`config.mk`:
```
export PLATFORM = sky130hd
export DESIGN_NAME = sc_dot_accumulator
export DESIGN_NICKNAME = d
export VERILOG_FILES = /design/src/rtl/sc_pkg.sv /design/src/rtl/sc_popcount.sv /design/src/rtl/sc_dot_accumulator.sv
export SDC_FILE = /design/constraint.sdc
export NUM_CORES = 1
export LEC_CHECK = 0
export ABC_AREA = 1
export BUFFER_PORTS_ARGS = -buffer_cell sky130_fd_sc_hd__buf_2
export CAP_MARGIN = 10
export CORE_UTILIZATION = 47
export CTS_CLUSTER_SIZE = 30
export DETAILED_ROUTE_END_ITERATION = 7
export GPL_TIMING_DRIVEN = 0
export PLACE_DENSITY = 0.74
export SLEW_MARGIN = 20
export SYNTH_ARGS = -nofsm -noshare
export SYNTH_HDL_FRONTEND = slang
export SYNTH_SLANG_ARGS = --single-unit
export TNS_END_PERCENT = 50
```
`constraint.sdc`:
```
create_clock -name clk -period 13.15 [get_ports clk]
set_input_delay 2.63 -clock clk [delete_from_list [all_inputs] [get_ports clk]]
set_output_delay 2.63 -clock clk [all_outputs]
set_load 0.005 [all_outputs]
```
`src/rtl/sc_pkg.sv`:
```
// Shared types and width helpers for the stochastic dot-product accumulator.
package sc_pkg;

  typedef enum logic [1:0] {
    IDLE,
    SCAN,
    DONE
  } sc_state_e;

  typedef enum logic {
    SC_UNIPOLAR,
    SC_BIPOLAR
  } sc_mode_e;

  function automatic int unsigned sum_width(input int unsigned bitstream,
                                            input int unsigned acc_len);
    return $clog2(bitstream * acc_len + 1);
  endfunction

  function automatic int unsigned cnt_width(input int unsigned n);
    return $clog2(n + 1);
  endfunction

endpackage

```
`src/rtl/sc_popcount.sv`:
```
// Combinational ones count of a W-bit word.
module sc_popcount #(
  parameter int unsigned W = 8
) (
  input  logic [W-1:0]             bits,
  output logic [$clog2(W+1)-1:0]   count
);

  localparam int unsigned CW = $clog2(W + 1);

  always_comb begin
    count = '0;
    for (int unsigned i = 0; i < W; i++) begin
      count = count + CW'(bits[i]);
    end
  end

endmodule

```
`src/rtl/sc_dot_accumulator.sv`:
```
// Multiplies stochastic stream pairs bitwise and accumulates the product popcount
// CHUNK bits per cycle over a vector of pairs, returning the binary count.
module sc_dot_accumulator
  import sc_pkg::*;
#(
  parameter int unsigned BITSTREAM = 64,
  parameter int unsigned CHUNK     = 8,
  parameter int unsigned ACC_LEN   = 16,
  parameter bit          BIPOLAR   = 1'b0
) (
  input  logic                                       clk,
  input  logic                                       rst,
  input  logic                                       iValid,
  output logic                                       oReady,
  input  logic [BITSTREAM-1:0]                       iStreamA,
  input  logic [BITSTREAM-1:0]                       iStreamB,
  input  logic                                       iLast,
  output logic                                       oValid,
  input  logic                                       iReady,
  output logic [sum_width(BITSTREAM, ACC_LEN)-1:0]   oSum,
  output logic [cnt_width(ACC_LEN)-1:0]              oPairs,
  output logic                                       oTrunc
);

  localparam int unsigned SUM_W  = sum_width(BITSTREAM, ACC_LEN);
  localparam int unsigned PAIR_W = cnt_width(ACC_LEN);
  localparam int unsigned NCHUNK = BITSTREAM / CHUNK;
  localparam int unsigned IDX_W  = (NCHUNK > 1) ? $clog2(NCHUNK) : 1;
  localparam int unsigned PC_W   = cnt_width(CHUNK);
  localparam sc_mode_e    MODE   = BIPOLAR ? SC_BIPOLAR : SC_UNIPOLAR;

  if (BITSTREAM % CHUNK != 0) begin : g_chunk_check
    $fatal(1, "BITSTREAM must be a multiple of CHUNK");
  end

  sc_state_e             state;
  logic [BITSTREAM-1:0]  prod;
  logic                  last;
  logic [IDX_W-1:0]      idx;
  logic [SUM_W-1:0]      acc;
  logic [PAIR_W-1:0]     cnt;

  logic [BITSTREAM-1:0]  prod_in;
  logic [CHUNK-1:0]      chunk;
  logic [PC_W-1:0]       chunk_ones;
  logic [SUM_W-1:0]      acc_next;
  logic [PAIR_W-1:0]     cnt_next;
  logic                  last_chunk;
  logic                  full;

  // The product is formed once at accept time so SCAN only slices one register.
  always_comb begin
    prod_in    = (MODE == SC_BIPOLAR) ? ~(iStreamA ^ iStreamB) : (iStreamA & iStreamB);
    chunk      = prod[idx*CHUNK +: CHUNK];
    acc_next   = acc + SUM_W'(chunk_ones);
    cnt_next   = cnt + 1'b1;
    last_chunk = (idx == IDX_W'(NCHUNK - 1));
    full       = (cnt_next == PAIR_W'(ACC_LEN));
  end

  sc_popcount #(.W(CHUNK)) u_popcount (
    .bits  (chunk),
    .count (chunk_ones)
  );

  assign oReady = (state == IDLE);
  assign oValid = (state == DONE);

  always_ff @(posedge clk) begin
    if (rst) begin
      state  <= IDLE;
      prod   <= '0;
      last   <= 1'b0;
      idx    <= '0;
      acc    <= '0;
      cnt    <= '0;
      oSum   <= '0;
      oPairs <= '0;
      oTrunc <= 1'b0;
    end else begin
      case (state)
        IDLE: begin
          if (iValid) begin
            prod  <= prod_in;
            last  <= iLast;
            idx   <= '0;
            state <= SCAN;
          end
        end
        SCAN: begin
          acc <= acc_next;
          idx <= idx + 1'b1;
          if (last_chunk) begin
            cnt <= cnt_next;
            if (last || full) begin
              oSum   <= acc_next;
              oPairs <= cnt_next;
              oTrunc <= !last && full;
              state  <= DONE;
            end else begin
              state <= IDLE;
            end
          end
        end
        DONE: begin
          if (iReady) begin
            acc   <= '0;
            cnt   <= '0;
            state <= IDLE;
          end
        end
        default: state <= IDLE;
      endcase
    end
  end

endmodule
```
# Word level (Yosys, flattened, before mapping)
# Cells that the tools add are included.
word_totals:
  register_bits: 103
  input_bits: 133
  output_inout_bits: 19
  word_cells: 52
classes:
  n_addsub: 10
  eq_ne: 7
  shifts: 1
  muxes: 12
  bitwise: 1
  reduce_logical: 12
ops:
  columns: ["cell", "n"]
  rows:
  - ["$and 64x64->64", 1]
  - ["$shiftx 64x7->8", 1]
  - ["$add 4x1->4", 6]
  - ["$pmux 11 s2", 1]
  - ["$add 11x4->11", 1]
  - ["$mux 11", 1]
  - ["$mux 5", 2]
  - ["$pmux 5 s2", 1]
  - ["$reduce_and 3->1", 3]
  - ["$mux 2", 4]
  - ["$pmux 2 s3", 1]
  - ["$pmux 3 s2", 1]
  - ["$reduce_and 2->1", 3]
  - ["$add 5x1->5 const B", 1]
  - ["$eq 5x5->1 const B", 1]
  - ["$ne 2x2->1 const B", 2]
  - ["$reduce_bool 2->1", 2]
  - ["$add 3x1->3 const B", 1]
  - ["$eq 3x3->1 const B", 1]
  - ["$mux 3", 1]
  - ["$add 1x1->2", 1]
  - ["$eq 2x1->1 const B", 1]
  - ["$eq 2x2->1 const B", 1]
  - ["$logic_not 2->1", 1]
  - ["other kinds (4)", 4]

# Logic depth before layout (Yosys ltp)
# Gate-level depths: netlist (run 1).
depth:
  ltp_word: 10
  ltp_mapped: 24
  mapped_depth_nobuf: 23

# Hierarchy
# From an unflattened synthesis (run 1), not the netlist that was laid out.
hier_totals:
  cells_unflattened: 732
  hier_area_um2: 5043.6
modules_own_cells:
  columns: ["module", "n_inst", "cells_per_inst", "area_per_inst_um2", "seq_area_each_um2"]
  rows:
  - ["sc_dot_accumulator", 1, 704, 4845.9, 2062.0]
  - ["sc_popcount", 1, 28, 197.7, 0.0]

# Least setup slack after synthesis (run 1)
# No wires, ideal clock.
synth_path:
  path_type: "reg-to-reg"
  start: "register idx[0]"
  end: "register acc[6]"
  setup_time_ns: 0.070
  arrival_time_ns: 4.445
  t_required_ns: 13.080
  slack_ns: 8.634
  stages_incl_launch_ff: 22
  path_buffers: 1
  synth_period_minus_slack_ns: 4.516
  path_cell_list: "dfxtp_1 > inv_1 > clkbuf_1 > nor2_1 > o22ai_1 > nand2_1 > nand2_1 > ha_1 > fa_1 > inv_1 > fa_1 > fa_1 > fa_1 > xnor2_1 > ha_1 > nand2_1 > nor2_1 > nand2_1 > nand2_1 > xor2_2 > nand2_1 > a21oi_1"
synth_via:
  elab_chain_len: 10
synth_rtl:
  columns: ["item", "line", "rtl"]
  rows:
  - ["start, declared", "sc_dot_accumulator.sv:39", "logic [IDX_W-1:0] idx;"]
  - ["start signal, assigned", "sc_dot_accumulator.sv:92", "idx <= idx + 1'b1;"]
  - ["$shiftx 64x7->8 (*)", "sc_dot_accumulator.sv:54", "chunk = prod[idx*CHUNK +: CHUNK];"]
  - ["$add 1x1->2", "sc_popcount.sv:14", "count = count + CW'(bits[i]);"]
  - ["$add 4x1->4 (5 in series)", "sc_popcount.sv:14", null]
  - ["$add 4x1->4 (*)", "sc_popcount.sv:14", null]
  - ["$add 11x4->11 (*)", "sc_dot_accumulator.sv:55", "acc_next = acc + SUM_W'(chunk_ones);"]
  - ["$pmux 11 s2 (*)", "sc_dot_accumulator.sv:81", "case (state)"]
  - ["end signal, assigned", "sc_dot_accumulator.sv:91", "acc <= acc_next;"]
  - ["end, declared", "sc_dot_accumulator.sv:40", "logic [SUM_W-1:0] acc;"]
# Every way passes the cells marked *; elsewhere a longest branch is shown, timed or not.
# A chain may end at the register's enable or synchronous reset.

# Worst setup path in the final report (run 1)
# Ends and elaborated chain as after synthesis.

==> results of run 1 <==
-- synth_stat cells (all sizes together) --
| cell | instances | area [sq um] |
|---|---|---|
| nand2 | 202 | 773.2 |
| dfxtp | 103 | 2062 |
| a21oi | 94 | 470.5 |
| nand3 | 91 | 455.4 |
| nor2 | 58 | 277.8 |
| inv | 38 | 142.6 |
| clkbuf | 22 | 82.58 |
| o21ai | 21 | 105.1 |
| buf | 19 | 136.4 |
| nand3b | 12 | 90.09 |
| ha | 11 | 137.6 |
| o22ai | 7 | 43.79 |
| fa | 5 | 100.1 |
| nand4 | 4 | 25.02 |
| xor2 | 4 | 42.55 |
| a32oi | 3 | 26.28 |
| xnor2 | 2 | 17.52 |
| a211oi | 1 | 7.510 |
| a32o | 1 | 10.01 |
| and2 | 1 | 6.260 |
| clkinv | 1 | 3.750 |
| nor3 | 1 | 5.000 |
| o21a | 1 | 7.510 |
| o221ai | 1 | 8.760 |
-- worst max-delay path, stage by stage (launching register included) --
cell and delay [ns]:
dfxtp_1 0.39, inv_1 0.19, clkbuf_1 0.44, nor2_1 0.11, o22ai_1 0.24, nand2_1 0.08
nand2_1 0.08, ha_1 0.25, fa_1 0.54, inv_1 0.05, fa_1 0.51, fa_1 0.48
fa_1 0.40, xnor2_1 0.15, ha_1 0.38, nand2_1 0.08, nor2_1 0.15, nand2_1 0.07
nand2_1 0.14, xor2_2 0.21, nand2_1 0.08, a21oi_1 0.12
-- metrics by stage --
step           worst slack (ns)  util (%)
2_1_floorplan             8.634         -
3_3_place_gp              8.054     57.46
3_5_place_dp              7.964     57.46
4_1_cts                   7.948     59.71
5_1_grt                   7.559     59.71
6_report                  7.946     59.71
-- power breakdown --
part	switching, mW	internal, mW
sequential	0.00715	0.322
combinational	0.0705	0.0472
clock	0.111	0.126
-- cell usage in the layout, fill, tap and decap left out, types with 2 or more instances in the layout --
master     instances
nand4_1            4
fa_1               5
ha_1              11
clkbuf_8           9
nand3_1           91
a32oi_1            3
o21ai_0           21
buf_6              2
xnor2_1            2
nor2_2            12
buf_4              6
clkbuf_1          23
nand2_1          198
nand2_2            3
inv_2              2
o22ai_1            7
nand3b_1          12
nor2_1            42
dfxtp_1          103
nor2_4             4
xor2_1             3
a21oi_1           94
bufinv_16          3
inv_1             36
buf_2            159
-- per-layer routing --
metal,routed length [um],vias to the layer above
li1,-,2634
met1,5825,2327
met2,6837,188
met3,718,27
met4,380,0
met5,0,-
-- how the worst max path moves through the flow --
stage / startpoint / endpoint / slack (ns) / depth (start not counted)
detailed placement: idx[1]$_SDFFE_PP0P_ / acc[6]$_SDFFE_PP0P_ / 7.96 / 20
floorplan: idx[0]$_SDFFE_PP0P_ / acc[6]$_SDFFE_PP0P_ / 8.63 / 21
global route: idx[0]$_SDFFE_PP0P_ / acc[6]$_SDFFE_PP0P_ / 7.56 / 21
global placement: idx[0]$_SDFFE_PP0P_ / acc[6]$_SDFFE_PP0P_ / 8.05 / 21
CTS: idx[1]$_SDFFE_PP0P_ / acc[6]$_SDFFE_PP0P_ / 7.95 / 20
finish: idx[0]$_SDFFE_PP0P_ / acc[6]$_SDFFE_PP0P_ / 7.95 / 21
-- cells by family (layout without fill, tap and decap cells) --
family / after synthesis / in the layout / share of synthesized area, %
flops: 103 / 103 / 40.93
fa+ha+maj: 16 / 16 / 4.719
simple gates: 369 / 369 / 32.41
compound gates: 129 / 129 / 13.49
xor+xnor: 6 / 6 / 1.192
buf+inv: 80 / 245 / 7.253
-- state kept, by name, summed over array words and instances, names as in the netlist --
signal and count:
acc 11, cnt 5, idx 3, last 1
oPairs 5, oSum 11, oTrunc 1, prod 64
state 2
-- final cells by class --
cell class	instances	share of cell area, %
repair buffers	150	12.12
inverters	39	2.364
flip-flops and latches	103	33.30
well taps	136	2.748
clock buffers	10	2.061
plain buffers	41	3.536
clock inverters	5	1.718
multi-input cells	520	42.15
==> results.cfg, run 1 <==
[sta]
setup_tns_ns = 0
rsz0062_at_grt = false
setup_viol_count_final = 0
skew_ns = 0.01078
hold_viol = 0
relSlewSlack_pct = 59.66
hold_slack_ns = 0.4718
drv_slew = 0
final.period_utilization_pct = 39.58
fmax_mhz = 192.1
finalCriticalPeriod_ns = 5.204
tightestPinTransition_ns = 0.6051

[final_layout]
fin_nets = 1013
area_growth_pct = 22.93
antenna_cells = 0
stdcell_count = 1004
drive_above_1_share_pct = 23.62
multiInputGateArea_sq_um = 2610
seq_area_sq_um = 2062
n_fill_cell = 1045
post-route-cell-area_sq_um = 6192

[worst_setup_path]
crit_fanout = 10
reg2reg_slack_ns = 7.95
worstPathArrival_ns = 5.51
r2r_cells = 21
rr_startpoint = idx[0]$_SDFFE_PP0P_
crit_required_ns = 13.45
critical_path_class = register to register
r2r_end = acc[6]$_SDFFE_PP0P_
cp-end-kind = register
start_kind = register

[route]
drt-initial-drc-count = 203
routedWlPerCell_um = 13.71
vias = 5176
drc_errors = 0
vias_per_cell = 5.155
postRouteAntennaNets = 0
dr.pass1.iters = 5
wl_um = 13760

[global_route]
grt_util_met3_pct = 3.896
met1_usage_pct = 30.58
met2_usage_pct = 46.62
grt_busiest_layer = met2
grt_pass1_wl_um = 22760
overflow = 0
grt_use_total_pct = 25.77
antenna_found_initial = 0
grt_pass1_vias = 5010
grt_max_degree = 17

[clock_tree]
cts.clk_slew.worst_paths_ns = 0.10
clockBufferDepth = 2
cts_tree = built
htree_levels = 3
cts_setup_buffers = 0
clk_latency_ns = 0.37
hold_buffers = 0
numCtsBuffers = 9
cts-root-buf = clkbuf_8
cts_resized = 0
clock-sinks = 103

[floorplanning]
initial_core_util_pct = 48.58
die_area_sq_um = 11140
pin_count = 152
die_w_um = 105.5
coreArea_sq_um = 10370
row_count = 37
die_h_um = 105.5

[synthesis]
yosysSeqAreaShare_pct = 40.93
synth_warnings = 0
synth.avg_cell_area_sq_um = 7.165
ys_types = 34
synth_fp_nets = 852
syn_inst = 703
syn_area_sq_um = 5037
ys_ff_latch = 103

[hold_path]
worst_hold_path.num_cells = 2
hold_end = prod[39]$_SDFFE_PP0P_
hold_class = register to register
hold_start = prod[39]$_SDFFE_PP0P_

[power_and_ir_drop]
irDropWorstVdd_v = 0.00005910
power.leakage_nw = 2.779
total_power_mw = 0.6841
power_density_nw_per_um2 = 110.5

[placed_design]
place_area_sq_um = 5958
place_congestion = 0.8651
io_buffer_count = 150
hpwl_um = 10850
dp_cells = 989

[flow_run]
cap_viol_max_count = 0

[run_status]
status = complete, no violations
No activity file was read; power rests on OpenSTA's default activity.
==> inputs of run 2 (changes only) <==
--- a/config.mk
+++ b/config.mk
@@ -12,7 +12,7 @@
 export CTS_CLUSTER_SIZE = 30
 export DETAILED_ROUTE_END_ITERATION = 7
 export GPL_TIMING_DRIVEN = 0
-export PLACE_DENSITY = 0.74
+export PLACE_DENSITY = 0.77
 export SLEW_MARGIN = 20
 export SYNTH_ARGS = -nofsm -noshare
 export SYNTH_HDL_FRONTEND = slang
==> constraint.sdc (replaced) <==
create_clock -name clk -period 4.4 [get_ports clk]
set_input_delay 0.88 -clock clk [delete_from_list [all_inputs] [get_ports clk]]
set_output_delay 0.88 -clock clk [all_outputs]
set_load 0.005 [all_outputs]
==> run 2 against run 1 <==
  * The flow now finishes with violations (setup timing)
  * Die area stayed put
  * Maximum frequency is 17% higher
  * Core utilization is 3.0 points higher
  * Non-clock buffer count is 9 higher
  * Combinational power grew to 3.5 times the previous value
  * Via count is 1.6% higher
==> results.cfg, run 2 (synthesis results as in run 1) <==
[route]
dr.pass1.iters = 5
drc_errors = 0
postRouteAntennaNets = 0
vias_per_cell = 5.192
wl_um = 14070
drt-initial-drc-count = 255
routedWlPerCell_um = 13.89
vias = 5259

[sta]
finalCriticalPeriod_ns = 4.432
relSlewSlack_pct = 61.95
hold_viol = 0
skew_ns = 0.01005
final.period_utilization_pct = 100.7
setup_viol_count_final = 4
fmax_mhz = 225.6
tightestPinTransition_ns = 0.5708
drv_slew = 0
rsz0062_at_grt = true
fin_ws_ns = -0.03206

[worst_setup_path]
crit_required_ns = 4.72
critical_path_class = register to register
reg2reg_slack_ns = -0.03
cpLargestDelayFamily = adder cells
worstPathArrival_ns = 4.75
cp-end-kind = register
crit_fanout = 6
cpMostUsedCell = nand2_2
max_stage_delay_ns = 0.50
start_kind = register
crit_slowest_cell = fa_1
path_cells = inv_6 > buf_8 > o21ai_2 > o22ai_2 > nand2_1 > nand2_1 > ha_1 > fa_1 > inv_2 > fa_1 > fa_2 > fa_2 > xnor2_2 > ha_4 > nand2_2 > nor2_4 > nand2_2 > nand2_4 > xor2_4 > nand2_2 > a21oi_2
path_buf_inv = 3

[global_route]
grt_max_degree = 19
overflow = 0
grt_pass1_wl_um = 22350
grt_use_total_pct = 25.40
grt_pass1_vias = 4822
antenna_found_initial = 0

[final_layout]
largest_reg_flops = 64
postLayoutCoreUtil_pct = 62.73
stdcell_count = 1013
n_fill_cell = 994
fin_nets = 1022
top_regs = prod x64, acc x11, oSum x11
top_register = prod
drive_above_1_share_pct = 31.13
layout_commonest_cell = nand2_1
antenna_cells = 0
area_growth_pct = 29.14
post-route-cell-area_sq_um = 6505
mostFrequentLayoutCells = nand2_1, buf_2, dfxtp_1

[placed_design]
dp_cells = 989
place_congestion = 0.8900
io_buffer_count = 150
hpwl_um = 10240
place_area_sq_um = 5966

[floorplanning]
row_count = 37
die_h_um = 105.5
coreArea_sq_um = 10370
die_w_um = 105.5
initial_core_util_pct = 48.58
die_area_sq_um = 11140
pin_count = 152

[clock_tree]
cts-root-buf = clkbuf_8
cts_tree = built
hold_buffers = 0
cts.clk_slew.worst_paths_ns = 0.10
clk_latency_ns = 0.38
htree_levels = 3
clock-sinks = 103
clockBufferDepth = 2
numCtsBuffers = 9

[hold_path]
hold_class = register to register

[power_and_ir_drop]
power.leakage_nw = 2.899
irDropWorstVdd_v = 0.0001798
total_power_mw = 2.020
power_density_nw_per_um2 = 310.6

[run_status]
status = complete, but fails checks
violations = setup timing

[flow_run]
cap_viol_max_count = 0
==> run 2: per-layer routing <==
layer,vias to the layer above,share of wire [%],global-route usage [%]
met2,185,48,43.52
met4,0,3.2,9.921
met1,2373,43,31.37
met5,-,0,0
met3,38,5.3,5.009
li1,2663,-,-
==> run 2: area by class of cell <==
| class | instances | area [sq um] | area share (%) |
|---|---|---|---|
| plain buffers | 41 | 287.8 | 4.424 |
| clock buffers | 9 | 123.9 | 1.904 |
| clock inverters | 6 | 76.32 | 1.173 |
| inverters | 39 | 151.4 | 2.327 |
| multi-input cells | 520 | 2803 | 43.09 |
| flip-flops and latches | 103 | 2071 | 31.83 |
| well taps | 136 | 170.2 | 2.616 |
| repair buffers | 159 | 822.0 | 12.64 |
==> run 2: final timing paths <==
check	from	cells past startpoint	endpoint
hold reg to reg	prod[20]$_SDFFE_PP0P_	2	prod[20]$_SDFFE_PP0P_
setup reg to reg	idx[0]$_SDFFE_PP0P_	21	acc[6]$_SDFFE_PP0P_
hold / removal	prod[20]$_SDFFE_PP0P_	2	prod[20]$_SDFFE_PP0P_
setup / recovery	idx[0]$_SDFFE_PP0P_	21	acc[6]$_SDFFE_PP0P_
==> run 2: tightest hold or removal path, stage by stage, from the launching register on <==
cell and delay (ns):
dfxtp_1 0.32, nand2_1 0.06, a21oi_1 0.05
==> run 2: through the flow <==
step	worst slack, ns	hold slack, ns	setup TNS, ns
after floorplan	0.00005729	0.4410	0
after global placement	-0.4682	0.4521	-6.809
after detailed placement	-0.5354	0.4558	-7.735
after CTS	-0.01653	0.4727	-0.01653
after global routing	-0.2565	0.4933	-3.048
final	-0.03206	0.4720	-0.08325
==> run 2: power by group <==
part	leakage [nW]	internal [mW]	switching [mW]
combinational	1.96	0.176	0.235
clock	0.103	0.271	0.352
sequential	0.838	0.964	0.0237
total	2.90	1.41	0.610
==> run 2: timing repair <==
| item | 4_1_cts | 5_1_grt |
|---|---|---|
| buffers inserted | 3 | 6 |
| setup endpoints to repair | 20 | 18 |
| resized for setup | 32 | 61 |
| pin swaps | 5 | 26 |
| hold endpoints to repair | 0 | 0 |
